<file path="src/rtl/imem_responder_pkg.sv">
// Shared definitions for the instruction-memory responder: data widths, the
// NOP returned on errors, FSM state type and the built-in program image.
package imem_responder_pkg;

  localparam int unsigned XLEN    = 64;
  localparam int unsigned INSTR_W = 32;

  localparam logic [INSTR_W-1:0] NOP_INSTR = 32'h0000_0013;

  typedef enum logic [1:0] {
    ST_IDLE = 2'd0,
    ST_BUSY = 2'd1,
    ST_RESP = 2'd2
  } state_t;

  // Program image held by the ROM: word i is "addi x((i%31)+1), x0, i+5".
  // Word 0 is therefore 32'h00500093.
  function automatic logic [INSTR_W-1:0] rom_image(input logic [31:0] idx);
    logic [31:0] rd;
    rd = (idx % 32'd31) + 32'd1;
    return ((idx + 32'd5) << 20) | (rd << 7) | 32'h0000_0013;
  endfunction

endpackage

</file>
<file path="src/rtl/imem_responder_if.sv">
// Fetch <-> instruction-memory bus: request channel (valid/ready + address),
// flush (redirect) and response channel (valid/ready + instr/addr/err).
//   master : fetch stage side
//   slave  : imem_responder side
interface imem_responder_if;
  import imem_responder_pkg::*;

  logic               req_valid;
  logic               req_ready;
  logic [XLEN-1:0]    req_addr;
  logic               flush;
  logic               rsp_valid;
  logic               rsp_ready;
  logic [INSTR_W-1:0] rsp_instr;
  logic [XLEN-1:0]    rsp_addr;
  logic               rsp_err;

  modport master (
    output req_valid, req_addr, flush, rsp_ready,
    input  req_ready, rsp_valid, rsp_instr, rsp_addr, rsp_err
  );

  modport slave (
    input  req_valid, req_addr, flush, rsp_ready,
    output req_ready, rsp_valid, rsp_instr, rsp_addr, rsp_err
  );

endinterface

</file>
<file path="src/rtl/imem_responder_rom.sv">
// imem_rom: synchronous-read instruction ROM, IMEM_WORDS x 32.
// Ports:
//   clk  in   rising-edge clock
//   rst  in   synchronous active-high reset (read register only, not the array)
//   en   in   read enable; data is registered on the enabling edge
//   addr in   word index
//   data out  registered read data (NOP after reset)
module imem_rom
  import imem_responder_pkg::*;
#(
  parameter int unsigned IMEM_WORDS = 256,
  parameter string       INIT_FILE  = "imem.hex",
  localparam int unsigned AW = (IMEM_WORDS > 1) ? $clog2(IMEM_WORDS) : 1
) (
  input  logic               clk,
  input  logic               rst,
  input  logic               en,
  input  logic [AW-1:0]      addr,
  output logic [INSTR_W-1:0] data
);

  // Contents come from the packaged program image; an empty image name
  // yields an all-zero ROM.
  localparam bit IMAGE_EN = (INIT_FILE != "");

  always_ff @(posedge clk) begin
    if (rst) begin
      data <= NOP_INSTR;
    end else if (en) begin
      data <= IMAGE_EN ? rom_image(32'(addr)) : '0;
    end
  end

endmodule

</file>
<file path="src/rtl/imem_responder.sv">
// imem_responder: serves fetch-stage instruction reads with a fixed latency.
// One request is accepted at a time; the response appears LATENCY edges after
// accept and is held until consumed. flush cancels any in-flight/held response.
// Ports:
//   clk  in      rising-edge clock
//   rst  in      synchronous active-high reset
//   bus  slave   request / flush / response channels (imem_responder_if)
module imem_responder
  import imem_responder_pkg::*;
#(
  parameter int unsigned     IMEM_WORDS = 256,
  parameter logic [XLEN-1:0] BASE_ADDR  = '0,
  parameter int unsigned     LATENCY    = 2,   // legal range 1..15
  parameter string           INIT_FILE  = "imem.hex"
) (
  input logic               clk,
  input logic               rst,
  imem_responder_if.slave   bus
);

  localparam int unsigned AW = (IMEM_WORDS > 1) ? $clog2(IMEM_WORDS) : 1;

  state_t          state, state_n;
  logic [3:0]      cnt;
  logic [XLEN-1:0] addr_q;
  logic            err_q;
  logic            accept;
  logic            req_err;
  logic [XLEN-1:0] offset;
  logic [XLEN-1:0] word_idx;
  logic [INSTR_W-1:0] rom_data;

  // Any borrow in the base subtraction is an error, so no wrap is valid.
  always_comb begin
    offset   = bus.req_addr - BASE_ADDR;
    word_idx = offset >> 2;
    req_err  = (bus.req_addr[1:0] != 2'b00)
            || (bus.req_addr < BASE_ADDR)
            || (word_idx >= XLEN'(IMEM_WORDS));
  end

  assign bus.req_ready = (state == ST_IDLE) && !bus.flush;
  assign accept        = bus.req_valid && bus.req_ready;

  imem_rom #(
    .IMEM_WORDS (IMEM_WORDS),
    .INIT_FILE  (INIT_FILE)
  ) u_rom (
    .clk  (clk),
    .rst  (rst),
    .en   (accept),
    .addr (word_idx[AW-1:0]),
    .data (rom_data)
  );

  always_comb begin
    state_n = state;
    unique case (state)
      ST_IDLE: if (accept) state_n = (LATENCY == 1) ? ST_RESP : ST_BUSY;
      ST_BUSY: if (cnt == 4'd1) state_n = ST_RESP;
      ST_RESP: if (bus.rsp_ready) state_n = ST_IDLE;
      default: state_n = ST_IDLE;
    endcase
    if (bus.flush) state_n = ST_IDLE;
  end

  always_ff @(posedge clk) begin
    if (rst) begin
      state  <= ST_IDLE;
      cnt    <= '0;
      addr_q <= '0;
      err_q  <= 1'b0;
    end else begin
      state <= state_n;
      if (accept) begin
        addr_q <= bus.req_addr;
        err_q  <= req_err;
        cnt    <= 4'(LATENCY - 1);
      end else if (bus.flush) begin
        cnt <= '0;
      end else if (state == ST_BUSY) begin
        cnt <= cnt - 4'd1;
      end
    end
  end

  // Address, error flag and ROM read register only change on accept, so the
  // response fields stay stable for the whole RESP hold.
  assign bus.rsp_valid = (state == ST_RESP);
  assign bus.rsp_addr  = addr_q;
  assign bus.rsp_err   = err_q;
  assign bus.rsp_instr = err_q ? NOP_INSTR : rom_data;

endmodule

</file>
<file path="src/flat_wrapper.sv">
// flat-port wrapper written by rule: the top's interface ports become plain ports
module imem_responder_flat import imem_responder_pkg::*;
#(
  parameter int unsigned     IMEM_WORDS = 256,
  parameter logic [XLEN-1:0] BASE_ADDR  = '0,
  parameter int unsigned     LATENCY    = 2,                       
  parameter string           INIT_FILE  = "        "
)
  (clk, rst, bus_req_valid, bus_req_addr, bus_flush, bus_rsp_ready, bus_req_ready, bus_rsp_valid, bus_rsp_instr, bus_rsp_addr, bus_rsp_err);
  imem_responder_if bus_i ();
  input logic clk;
  input logic rst;
  input wire logic [$bits(bus_i.req_valid)-1:0] bus_req_valid;
  input wire logic [$bits(bus_i.req_addr)-1:0] bus_req_addr;
  input wire logic [$bits(bus_i.flush)-1:0] bus_flush;
  input wire logic [$bits(bus_i.rsp_ready)-1:0] bus_rsp_ready;
  output wire logic [$bits(bus_i.req_ready)-1:0] bus_req_ready;
  output wire logic [$bits(bus_i.rsp_valid)-1:0] bus_rsp_valid;
  output wire logic [$bits(bus_i.rsp_instr)-1:0] bus_rsp_instr;
  output wire logic [$bits(bus_i.rsp_addr)-1:0] bus_rsp_addr;
  output wire logic [$bits(bus_i.rsp_err)-1:0] bus_rsp_err;
  assign bus_i.req_valid = bus_req_valid;
  assign bus_i.req_addr = bus_req_addr;
  assign bus_i.flush = bus_flush;
  assign bus_i.rsp_ready = bus_rsp_ready;
  assign bus_req_ready = bus_i.req_ready;
  assign bus_rsp_valid = bus_i.rsp_valid;
  assign bus_rsp_instr = bus_i.rsp_instr;
  assign bus_rsp_addr = bus_i.rsp_addr;
  assign bus_rsp_err = bus_i.rsp_err;
  imem_responder #(.IMEM_WORDS(IMEM_WORDS), .BASE_ADDR(BASE_ADDR), .LATENCY(LATENCY), .INIT_FILE(INIT_FILE)) u_core (.clk(clk), .rst(rst), .bus(bus_i));
endmodule
</file>
<file path="config.mk">
export PLATFORM = sky130hd
export DESIGN_NAME = imem_responder_flat
export DESIGN_NICKNAME = d
export VERILOG_FILES = /design/src/rtl/imem_responder_pkg.sv /design/src/rtl/imem_responder_if.sv /design/src/rtl/imem_responder_rom.sv /design/src/rtl/imem_responder.sv /design/src/flat_wrapper.sv
export SDC_FILE = /design/constraint.sdc
export NUM_CORES = 1
export LEC_CHECK = 0
export ABC_AREA = 1
export ABC_CLOCK_PERIOD_IN_PS = 12100
export CORE_MARGIN = 2
export CORE_UTILIZATION = 45
export CTS_BUF_LIST = sky130_fd_sc_hd__clkbuf_16
export CTS_CLUSTER_SIZE = 14
export DETAILED_ROUTE_END_ITERATION = 8
export PLACE_DENSITY_LB_ADDON = 0.25
export SETUP_SLACK_MARGIN = 0.5
export SYNTH_ARGS = -nofsm -noshare
export SYNTH_HDL_FRONTEND = slang
export SYNTH_SLANG_ARGS = --single-unit
</file>
<file path="constraint.sdc">
create_clock -name clk -period 12.1 [get_ports clk]
set_input_delay 2.42 -clock clk [delete_from_list [all_inputs] [get_ports clk]]
set_output_delay 2.42 -clock clk [all_outputs]
set_load 0.01 [all_outputs]
</file>
==> results of run 1 <==
-- power breakdown --
part           internal, uW  total [uW]  switching (uW)  leakage [uW]
Clock                   141         264             123      0.000138
Sequential              334         344            10.0      0.000786
Combinational          82.2         182            99.9       0.00183
-- cell type report --
cell class,count,area share
clock inverter,7,0.008251
inverter,77,0.04332
sequential,96,0.2880
clock buffer,9,0.03375
multi-input combinational,478,0.3585
tap,136,0.02550
timing repair buffer,163,0.2426
-- critical path: cells and delay by family --
family | cells | cell delay (ps)
AND/OR/NAND/NOR | 22 | 2320
adder cells (fa/ha/maj) | 4 | 830
buffers and inverters | 4 | 800
AO/OA/AOI/OAI | 1 | 140
-- cell usage after synthesis (all sizes together) (9+ instances only) --
cell      n
a21oi    80
buf       9
clkbuf   30
dfxtp    96
ha        9
inv      77
nand2   200
nand3    33
nand4     9
nor2     68
nor4     14
o21ai    14
xor2      9
-- kinds of logic (layout without fill, tap and decap cells) --
group,Yosys count,count (layout),share of synthesized area
other,2,7,0.001580
AOI/OAI and AO/OA,118,118,0.1382
and+or+nand+nor,333,333,0.3150
adders and majority gates,9,9,0.02368
xor gates and xnor gates,11,11,0.02026
DFF,96,96,0.4042
buffers and inverters,116,256,0.09711
-- cells in the final DEF (no fill, tap or decap), types with 12 or more instances in the layout --
master,n
a21oi_1,80
nor4_1,14
nor2_1,61
nand2_2,15
o21ai_0,12
nand3_1,27
nand2_1,183
clkdlybuf4s50_1,159
dfxtp_1,96
inv_1,75
-- through the flow --
stage | area [um2] | util
2_1_floorplan | 4773 | -
3_3_place_gp | 6392 | 0.6220
3_5_place_dp | 6392 | 0.6220
4_1_cts | 6673 | 0.6493
5_1_grt | 6673 | 0.6493
6_report | 6673 | 0.6493
-- per-layer routing --
layer / vias up / global-route usage / part of all wire
met5: - / 0 / 0
met4: 0 / 0.09184 / 0.024
met3: 27 / 0.07234 / 0.080
met2: 163 / 0.3940 / 0.47
met1: 2211 / 0.2873 / 0.42
li1: 2478 / - / -
-- sequential cells by signal, indices dropped and copies added, names as in the netlist --
register	cells
u_core.cnt	4
u_core.state	2
u_core.bus.rsp_err	1
u_core.u_rom.data	25
u_core.bus.rsp_addr	64
-- how the worst max path moves through the flow --
stage | cells past startpoint | end | slack (ps) | from
after floorplan | 30 | u_core.u_rom.data[11] | 6550 | bus_req_addr[6]
after global placement | 31 | u_core.u_rom.data[11] | 5740 | bus_req_addr[5]
after detailed placement | 31 | u_core.u_rom.data[11] | 5460 | bus_req_addr[8]
after CTS | 31 | u_core.u_rom.data[11] | 5800 | bus_req_addr[8]
after global routing | 31 | u_core.u_rom.data[11] | 5450 | bus_req_addr[8]
final | 31 | u_core.u_rom.data[11] | 5800 | bus_req_addr[7]
==> flow_summary.yaml, run 1 <==
synthesis:
  async_flop_share: 0
  synth_edf_count: 0
  seq_area_frac_synth: 0.4042
  yosys.area.top_type_share: 0.4042
  synth_area_leaders: "dfxtp_1 (40%), nand2_1 (15%), a21oi_1 (8.4%), inv_1 (5.9%), nor2_1 (4.8%)"
  ys_types: 38
  synth_area_per_cell_um2: 6.941
  synth_area_mm2: 0.004755
  synth_top_flop_cell: "dfxtp_1"
  synth_seq_cells: 96
  synthCells: 685
  ys_warn_count: 0
  yosys.area.top_type: "dfxtp_1"
global_route:
  grt_remaining_overflow: 0
  grt_max_degree: 93
  grt_pass1_vias: 4688
  grt_usage: 0.2371
  antenna_found_initial: 0
  grt_pass1_wl_um: 21960
floorplanning:
  start_util: 0.4626
  die_area_mm2: 0.01140
  die_w_um: 106.8
  die_y_um: 106.8
  coreArea_mm2: 0.01028
  row_count: 37
  ioPinCount: 168
worst_setup_path:
  rr_endpoint: "u_core.bus.rsp_err"
  r2r-start: "u_core.state[0]"
  crit_arrival_ps: 6530
  critical_path.max_stage_delay_ps: 620
  rrSetupSlack_ps: 9380
  critPathKind: "input port to register"
  crit_path_end_kind: "register"
  reg2reg_depth: 8
  start_kind: "input port"
  critPathSlowestCell: "clkdlybuf4s50_1"
  path_max_fanout: 8
  crit_required_ps: 12330
clock_tree:
  clock-sinks: 96
  clk_pin_slew_ps: 70
  tritoncts: "built"
  clk_path_buf_depth: 2
  clock_latency_ps: 330
  cts-buffers-inserted: 9
  cts_max_level: 3
  clockRootBuffer: "clkbuf_16"
  holdBufCountCts: 0
  cts_resized: 0
  cts_setup_buffers: 0
timing:
  rsz0062_at_grt: "false"
  setup_ws_ps: 5797
  slew_headroom: 0.2741
  drv_slew: 0
  hold_violations: 0
  worstMarginPinSlew_ps: 1087
  fin_skew_ps: 9.311
  whs_ps: 462.6
  clock.fmax_mhz: 158.6
  timing.final.crit_share: 0.5209
  setup_viol: 0
  period_needed_ps: 6303
  fin_setup_tns_ps: 0
detailed_routing:
  post_drt_via_cell_ratio: 5.051
  wl_per_cell_um: 14.22
  drtPass1Iterations: 7
  dr.first_iter.drc_count: 272
  drt-total-wl_um: 13740
  vias: 4879
  drcViolationCount: 0
  drtAntennaViolNets: 0
power:
  power.leakage_uw: 0.002752
  ir_worst_vdd_mv: 0.06765
  power.total_uw: 790.0
  power_density_mw_per_mm2: 118.4
final_layout:
  nets: 903
  stdcell_count: 966
  nFillCells: 908
  seq_area_mm2: 0.001922
  multi_input_area_mm2: 0.002392
  layout-drive-gt1-share: 0.06627
  synthToLayoutAreaGrowth_pct: 40.34
  insertedDiodeCount: 0
min_path:
  hold_end: "u_core.bus.rsp_addr[61]"
  min_path_type: "register to register"
  holdPathStages: 2
  min_from: "u_core.bus.rsp_addr[61]"
placed_design:
  dpl.cell_count: 950
  port_buffers: 160
  place_hpwl_um: 10090
  gp_congestion: 0.9012
  pre_cts_slack_ps: 5455
run_status:
  status: "finished clean"
job:
  maxCapViolCount: 0
No activity file was read; power rests on OpenSTA's default activity.
==> inputs of run 2 (changes only) <==
Settings changed: ABC_CLOCK_PERIOD_IN_PS 12100 to 5100, CORE_UTILIZATION 45 to 41.
Clock period 12.1 ns to 5.1 ns, I/O delays scaled along.
==> flow_summary.yaml, run 2 (synthesized netlist as in run 1, its figures left out) <==
run_status:
  status: "finished clean"
placed_design:
  place_hpwl_um: 10070
  port_buffers: 160
  gp_congestion: 0.8718
  place_area_mm2: 0.006446
  pre_cts_slack_ps: 35.81
worst_setup_path:
  path_delay_family: "simple AND/OR/NAND/NOR gates"
  cp_num_buf_inv: 5
  crit_path_end_kind: "register"
  critPathKind: "input port to register"
  start_kind: "input port"
  path_max_fanout: 6
  cpMostUsedCell: "nand2_2"
  crit_arrival_ps: 4640
  crit_required_ps: 5350
  critPathSlowestCell: "clkdlybuf4s50_1"
  critical_path.max_stage_delay_ps: 500
timing:
  timing.final.crit_share: 0.8607
  slew_headroom: 0.3218
  rsz0062_at_grt: "false"
  hold_violations: 0
  fin_setup_tns_ps: 0
  drv_slew: 0
  setup_ws_ps: 710.2
  fin_skew_ps: 4.641
  setup_viol: 0
  whs_ps: 465.5
  worstMarginPinSlew_ps: 1016
  period_needed_ps: 4390
  clock.fmax_mhz: 227.8
global_route:
  grt_max_degree: 92
  grt_remaining_overflow: 0
  grt_pass1_wl_um: 22390
  grt_pass1_vias: 4774
  grt_usage: 0.2209
  antenna_found_initial: 0
floorplanning:
  die_y_um: 111.7
  start_util: 0.4182
  ioPinCount: 168
  coreArea_mm2: 0.01137
  die_w_um: 111.7
  row_count: 39
  die_area_mm2: 0.01247
detailed_routing:
  drtAntennaViolNets: 0
  wl_per_cell_um: 14.08
  vias: 4923
  post_drt_via_cell_ratio: 4.948
  dr.first_iter.drc_count: 263
  drcViolationCount: 0
  drt-total-wl_um: 14010
  drtPass1Iterations: 4
power:
  power.share.combinational: 0.237
  pwr-share-clk: 0.347
  power_density_mw_per_mm2: 282.3
  power.leakage_uw: 0.002893
  switchingPower_uw: 570.6
  ir_worst_vdd_mv: 0.2583
  p_int_uw: 1388
  swShare: 0.2913
  p_seq_frac: 0.416
clock_tree:
  cts-buffers-inserted: 9
  clk_path_buf_depth: 2
  clock_latency_ps: 350
  clockRootBuffer: "clkbuf_16"
  cts_max_level: 3
  clk_pin_slew_ps: 70
  clock-sinks: 96
  tritoncts: "built"
final_layout:
  most-common-layout-cells: "nand2_1 (181), clkdlybuf4s50_1 (156), dfxtp_1 (96), a21oi_1 (80), inv_1 (73)"
  design_area_mm2: 0.006938
  insertedDiodeCount: 0
  synthToLayoutAreaGrowth_pct: 45.92
  final_common_cell: "nand2_1"
  largest_register_ff_count: 64
  nets: 925
  fin_util: 0.6102
  layout-drive-gt1-share: 0.09859
min_path:
  min_path_type: "register to register"
job:
  maxCapViolCount: 0
==> run 2: cell count changes in the layout (fill, tap and decap cells not counted), sizes merged <==
cell	change
inv	-2
clkinv	+1
bufinv	+1
buf	+22
clkdlybuf4s50	-3
dlymetal6s2s	+3
==> run 2: metal layers <==
| layer | global-route usage | vias up | part of all wire |
|---|---|---|---|
| li1 | - | 2520 | - |
| met1 | 0.2548 | 2230 | 0.41 |
| met2 | 0.3794 | 157 | 0.49 |
| met3 | 0.08819 | 16 | 0.089 |
| met4 | 0.06255 | 0 | 0.016 |
| met5 | 0 | - | 0 |
==> run 2: cell type report <==
class	count	area [um2]
clock buffers	9	225.2
clock inverters	7	71.32
fillers	1054	4432
inverters	77	289.0
multi-input cells	478	2460
flip-flops and latches	96	1922
well taps	143	178.9
repair buffers	185	1792
==> run 2: worst min-delay path, cell delays in order, from the launching register on <==
cell,delay (ps)
dfxtp_1,310
nand2_1,60
a21oi_1,60
==> run 2: power groups by stage <==
stage | clock network [uW] | logic [uW] | registers (uW)
2_1_floorplan | 0 | 232 | 837
3_3_place_gp | 0 | 425 | 830
3_5_place_dp | 0 | 434 | 832
4_1_cts | 699 | 439 | 815
5_1_grt | 725 | 510 | 821
6_report | 679 | 464 | 815
==> run 2: final timing paths <==
check,slack (ps),end,cells past startpoint,start
setup reg to reg,2960,u_core.bus.rsp_addr[62],6,u_core.state[0]
hold reg to reg,470,u_core.bus.rsp_addr[55],2,u_core.bus.rsp_addr[55]
setup / recovery,710,u_core.u_rom.data[11],32,bus_req_addr[8]
hold / removal,470,u_core.bus.rsp_addr[55],2,u_core.bus.rsp_addr[55]
==> run 2: repair_timing <==
| item | in CTS | in global routing |
|---|---|---|
| gates resized for setup | 4 | 13 |
| hold buffers | 0 | 0 |
| pin swaps | 1 | 9 |
| setup endpoints to repair | 2 | 6 |
| buffers inserted | 2 | 14 |
==> run 2: per-stage QoR <==
| step | power, uW | cells |
|---|---|---|
| after global placement | 1254 | 963 |
| after detailed placement | 1266 | 963 |
| final | 1959 | 995 |
| after floorplan | 1069 | 690 |
| after CTS | 1953 | 981 |
| after global routing | 2056 | 995 |
